`src/rtl/im_port_arb_pkg.sv`:
```
// Shared definitions for the two-port image-memory arbiter: FSM encoding,
// default geometry and the read-tag record carried down the rvalid pipeline.
package im_port_arb_pkg;

  localparam int IM_AW_DEF     = 20;
  localparam int IM_DW_DEF     = 24;
  localparam int MAX_BURST_DEF = 256;
  localparam int RD_STAGES     = 2;

  typedef enum logic [1:0] {
    ST_IDLE = 2'd0,
    ST_OWN0 = 2'd1,
    ST_OWN1 = 2'd2,
    ST_TURN = 2'd3
  } arb_state_t;

  typedef struct packed {
    logic vld;
    logic port;
  } rd_tag_t;

endpackage

```
`src/rtl/im_rd_tag_pipe.sv`:
```
// Delays a {valid, port} read tag by STAGES cycles so rvalid lines up with
// the memory's read data on IM_Q.
module im_rd_tag_pipe
  import im_port_arb_pkg::*;
#(
  parameter int STAGES = RD_STAGES
) (
  input  logic    clk,
  input  logic    reset,
  input  rd_tag_t i_tag,
  output logic    o_rvalid0,
  output logic    o_rvalid1
);

  rd_tag_t r_pipe [STAGES:1];

  always_ff @(posedge clk or posedge reset) begin
    if (reset) begin
      for (int i = 1; i <= STAGES; i++) r_pipe[i] <= '0;
    end else begin
      r_pipe[1] <= i_tag;
      for (int i = 2; i <= STAGES; i++) r_pipe[i] <= r_pipe[i-1];
    end
  end

  assign o_rvalid0 = r_pipe[STAGES].vld & ~r_pipe[STAGES].port;
  assign o_rvalid1 = r_pipe[STAGES].vld &  r_pipe[STAGES].port;

endmodule

```
`src/rtl/im_port_arb.sv`:
```
// Two-port image-memory arbiter: burst ownership with round-robin tie-break,
// forced release after MAX_BURST beats under contention, one-cycle turnaround.
module im_port_arb
  import im_port_arb_pkg::*;
#(
  parameter int MAX_BURST = MAX_BURST_DEF,
  parameter int AW        = IM_AW_DEF,
  parameter int DW        = IM_DW_DEF
) (
  input  logic          clk,
  input  logic          reset,
  input  logic          req0,
  input  logic          req1,
  input  logic          last0,
  input  logic          last1,
  input  logic          wen0,
  input  logic          wen1,
  input  logic [AW-1:0] addr0,
  input  logic [AW-1:0] addr1,
  input  logic [DW-1:0] wdata0,
  input  logic [DW-1:0] wdata1,
  output logic          gnt0,
  output logic          gnt1,
  output logic          rvalid0,
  output logic          rvalid1,
  output logic [AW-1:0] IM_A,
  output logic [DW-1:0] IM_D,
  output logic          IM_WEN
);

  localparam int            CW        = $clog2(MAX_BURST) + 1;
  localparam logic [CW-1:0] BURST_M1  = CW'(MAX_BURST - 1);
  localparam logic [CW-1:0] BURST_MAX = CW'(MAX_BURST);

  arb_state_t    r_state;
  logic          r_last_owner;
  logic [CW-1:0] r_cnt;
  logic          r_gnt0, r_gnt1;
  logic [AW-1:0] r_im_a;
  logic [DW-1:0] r_im_d;
  logic          r_im_wen;

  logic    w_acc0, w_acc1;
  logic    w_own_port, w_own_req, w_own_last, w_oth_req, w_release;
  rd_tag_t w_rd_tag;

  assign w_acc0 = req0 & r_gnt0;
  assign w_acc1 = req1 & r_gnt1;

  // Owner-relative view so both OWN states share one release rule.
  assign w_own_port = (r_state == ST_OWN1);
  assign w_own_req  = w_own_port ? req1  : req0;
  assign w_own_last = w_own_port ? last1 : last0;
  assign w_oth_req  = w_own_port ? req0  : req1;
  // The counter holds beats already taken, so BURST_M1 means this beat is number MAX_BURST.
  assign w_release  = ~w_own_req | w_own_last | ((r_cnt >= BURST_M1) & w_oth_req);

  always_ff @(posedge clk or posedge reset) begin
    if (reset) begin
      r_state      <= ST_IDLE;
      r_last_owner <= 1'b1;
      r_cnt        <= '0;
      r_gnt0       <= 1'b0;
      r_gnt1       <= 1'b0;
    end else begin
      case (r_state)
        ST_IDLE: begin
          if (req0 && (!req1 || r_last_owner)) begin
            r_state <= ST_OWN0;
            r_gnt0  <= 1'b1;
            r_cnt   <= '0;
          end else if (req1) begin
            r_state <= ST_OWN1;
            r_gnt1  <= 1'b1;
            r_cnt   <= '0;
          end
        end
        ST_OWN0, ST_OWN1: begin
          if (w_release) begin
            r_state      <= ST_TURN;
            r_gnt0       <= 1'b0;
            r_gnt1       <= 1'b0;
            r_last_owner <= w_own_port;
          end else if (r_cnt != BURST_MAX) begin
            r_cnt <= r_cnt + 1'b1;
          end
        end
        ST_TURN: r_state <= ST_IDLE;
        default: r_state <= ST_IDLE;
      endcase
    end
  end

  always_ff @(posedge clk or posedge reset) begin
    if (reset) begin
      r_im_a   <= '0;
      r_im_d   <= '0;
      r_im_wen <= 1'b1;
    end else if (w_acc0) begin
      r_im_a   <= addr0;
      r_im_d   <= wdata0;
      r_im_wen <= wen0;
    end else if (w_acc1) begin
      r_im_a   <= addr1;
      r_im_d   <= wdata1;
      r_im_wen <= wen1;
    end else begin
      r_im_wen <= 1'b1;
    end
  end

  assign w_rd_tag.vld  = (w_acc0 & wen0) | (w_acc1 & wen1);
  assign w_rd_tag.port = w_acc1;

  im_rd_tag_pipe #(.STAGES(RD_STAGES)) u_rd_tag_pipe (
    .clk      (clk),
    .reset    (reset),
    .i_tag    (w_rd_tag),
    .o_rvalid0(rvalid0),
    .o_rvalid1(rvalid1)
  );

  assign gnt0   = r_gnt0;
  assign gnt1   = r_gnt1;
  assign IM_A   = r_im_a;
  assign IM_D   = r_im_d;
  assign IM_WEN = r_im_wen;

endmodule

```
`config.mk`:
```
export PLATFORM = sky130hd
export DESIGN_NAME = im_port_arb
export DESIGN_NICKNAME = d
export VERILOG_FILES = /design/src/rtl/im_port_arb_pkg.sv /design/src/rtl/im_rd_tag_pipe.sv /design/src/rtl/im_port_arb.sv
export SDC_FILE = /design/constraint.sdc
export NUM_CORES = 1
export LEC_CHECK = 0
export ABC_AREA = 1
export CORE_MARGIN = 4
export CORE_UTILIZATION = 42
export CTS_CLUSTER_SIZE = 14
export DETAILED_ROUTE_END_ITERATION = 16
export GPL_TIMING_DRIVEN = 0
export MAX_ROUTING_LAYER = met4
export PLACE_DENSITY = 0.81
export SYNTH_ARGS = -nofsm -noshare
export SYNTH_HDL_FRONTEND = slang
export SYNTH_SLANG_ARGS = --single-unit
```
`constraint.sdc`:
```
create_clock -name clk -period 2.2 [get_ports clk]
set_input_delay 0.44 -clock clk [delete_from_list [all_inputs] [get_ports clk]]
set_output_delay 0.44 -clock clk [all_outputs]
set_load 0.01 [all_outputs]
```
==> flow_summary.ini <==
[clock_tree]
post_cts_buffers = 0
clkSlewWorstSetupHoldPaths_ns = 0.07
clockBufferDepth = 2
cts_resized = 0
root_buffer = clkbuf_8
cts_hold_buf = 0
insertion_delay_ns = 0.34
cts-buffers-inserted = 9
cts_tree = yes
h-tree-depth = 3
clock-sinks = 63

[yosys]
synth.largest_area_cell = dfrtp_1
synth_edf_count = 0
async_flop_share_pct = 100
synth_area_leaders = dfrtp_1 (48%), o21ai_0 (12%), nand3_1 (9.5%)
synth_nets = 495
synth_cell_type_count = 26
syn_inst = 393
synth_top_area_share_pct = 48.2
synthFlopType = dfrtp_1
synth_area_um2 = 3170
yosysSeqAreaShare_pct = 49.9
syn_avg_cell_area_um2 = 8.05
ys_warn_count = 0
ys_seq_elements = 63

[floorplan]
fp.coreArea_um2 = 7290
io_pins = 145
die-area_um2 = 8990
die_x_um = 94.8
die_y_um = 94.8
initial_core_util_pct = 43.4
row_count = 31

[layout]
syn2layout_area_growth_pct = 55.1
multi_input_area_um2 = 1420
n_fill_cell = 642
fin_nets = 651
final_common_cell = clkdlybuf4s50_1
mostFrequentLayoutCells = clkdlybuf4s50_1 (144), o21ai_0 (79), dfrtp_1 (61)
regArea_um2 = 1580
drive_above_1_share_pct = 5.78
antennaDiodeCount = 0

[global_routing]
grt_util_all_layers_pct = 22.8
grt_pass1_vias = 3324
antenna_found_initial = 0
grtUsageMet1_pct = 28.6
met3_usage_pct = 5.10
grt_overflow_total = 0
grt_pass1_wl_mm = 15.6
grt_max_degree = 44
grt.busiest_layer = met2
met2_usage_pct = 36.3

[power_and_ir_drop]
power.switching_uw = 2090
pwr-share-seq_pct = 34.7
power_frac_comb_pct = 49.9
ir_drop_uv = 549
finalPower_uw = 5450
p_clk_share_pct = 15.3
intPower_uw = 3360
power_leakage_uw = 0.00209
switching_share_pct = 38.3
powerDensity_nw_per_um2 = 1110

[placed_design]
place_ws_ns = 0.0363
portBuffers = 144
post-dp-hpwl_mm = 7.47
place.gp.congestion = 0.900

[setup_path]
crit_top_cell = nand2_1
worst-path-max-fanout = 10
cp_cell_sequence = inv_1 > ha_1 > or2_2 > nand2_2 > a31oi_4 > nand2_4 > nand2_1 > nand2_1
critPathRequiredTime_ns = 2.41
cpMaxStageDelayCell = ha_1
endpoint_kind = flip-flop
max_stage_delay_ns = 0.42
crit_type = reg2reg
startpoint_type = flip-flop
worstPathArrival_ns = 2.09

[detailed_routing]
drcViolationCount = 0
dr.pass1.iters = 4
drtIter0Drc = 143
wl_mm = 9.85
vias = 3320
antenna_left = 0
post_drt_via_cell_ratio = 5.08
wire_per_inst_um = 15.1

[timing]
period_needed_ns = 1.87
fin_crit_sh_pct = 85.2
final_max_slew_viol_count = 0
hold_viol = 0
grt_setup_unrepaired = no
fin_ws_ns = 0.327
fin_skew_ns = 0.00691
worst_slew_pin_slew_ns = 0.502
fmax_ghz = 0.534
setup_violations = 0
relSlewSlack_pct = 66.5

[hold_path]
hold_class = reg2reg

[status]
status = finished clean

[flow_run]
maxCapViolCount = 0
==> per-stage QoR <==
stage               instances  hold WS [ns]  utilization [%]  instance area (um^2)  setup TNS [ns]
global route              653         0.368             67.3                  4910               0
floorplan                 393         0.331                -                  3170               0
CTS                       653         0.358             67.3                  4910               0
global placement          636         0.332             64.9                  4730          -57.44
finish                    653         0.352             67.3                  4910               0
detailed placement        637         0.343             65.2                  4750               0
==> path summary, 6_finish.rpt <==
kind	end	depth (start not counted)	from	slack (ns)
min in group asynchronous	IM_A[7]	2	reset	0.44
hold reg to reg	u_rd_tag_pipe.r_pipe[3]	0	u_rd_tag_pipe.r_pipe[1]	0.35
max in group asynchronous	IM_WEN	3	reset	1.12
setup / recovery	r_cnt[1]	8	r_state[1]	0.33
setup reg to reg	r_cnt[1]	8	r_state[1]	0.33
hold / removal	u_rd_tag_pipe.r_pipe[3]	0	u_rd_tag_pipe.r_pipe[1]	0.35
==> cells by family after synthesis <==
family          share of synthesized area [%]
buf+inv                                  5.18
simple gates                             25.1
xor+xnor                                0.553
fa+ha+maj                                2.37
flops                                    49.9
compound gates                           16.9
==> Yosys cell counts, types with 2 or more instances <==
cell type / number
clkbuf_1: 21
buf_2: 2
o21ai_1: 18
ha_1: 6
a21oi_1: 3
clkinv_1: 2
nand3_1: 60
nand4_1: 2
nor3_1: 2
nand2_4: 2
dfstp_2: 2
nand2_1: 41
o21ai_0: 79
inv_1: 18
nand2_2: 5
nor3b_1: 2
nor2_1: 59
dfrtp_1: 61
==> sequential cells by signal, summed over array words and instances (netlist names) <==
name,cells
gnt0,1
IM_D,24
gnt1,1
u_rd_tag_pipe.r_pipe,4
IM_WEN,1
r_cnt,9
r_state,2
IM_A,20
r_last_owner,1
==> power groups by stage <==
stage | combinational [uW] | sequential [uW] | clock, uW
4_1_cts | 2750 | 1890 | 850
3_3_place_gp | 2680 | 1880 | 0
5_1_grt | 3010 | 1950 | 919
6_report | 2720 | 1890 | 836
3_5_place_dp | 2740 | 1910 | 0
2_1_floorplan | 1210 | 2060 | 0
==> area by class of cell <==
| cell class | instances | share of cell area [%] |
|---|---|---|
| inverters | 20 | 1.53 |
| plain buffers | 23 | 1.81 |
| repair buffers | 145 | 29.8 |
| clock buffers | 11 | 2.68 |
| flip-flops and latches | 63 | 32.2 |
| clock inverters | 5 | 0.561 |
| multi-input cells | 287 | 29.0 |
| well taps | 99 | 2.52 |
==> routing by layer <==
metal / wire length (um) / up-vias
met5: 0 / -
met4: 123 / 0
met3: 766 / 8
met1: 4270 / 1539
met2: 4700 / 135
li1: - / 1638
==> worst max-delay path, delay by kind of cell (launching register included) <==
kind            cells  cell delay [ns]
buf+inv             1             0.06
compound gates      1             0.34
flops               1             0.37
simple gates        5             0.56
fa+ha+maj           1             0.42
Note: power is estimated with default switching activity, not from simulation.
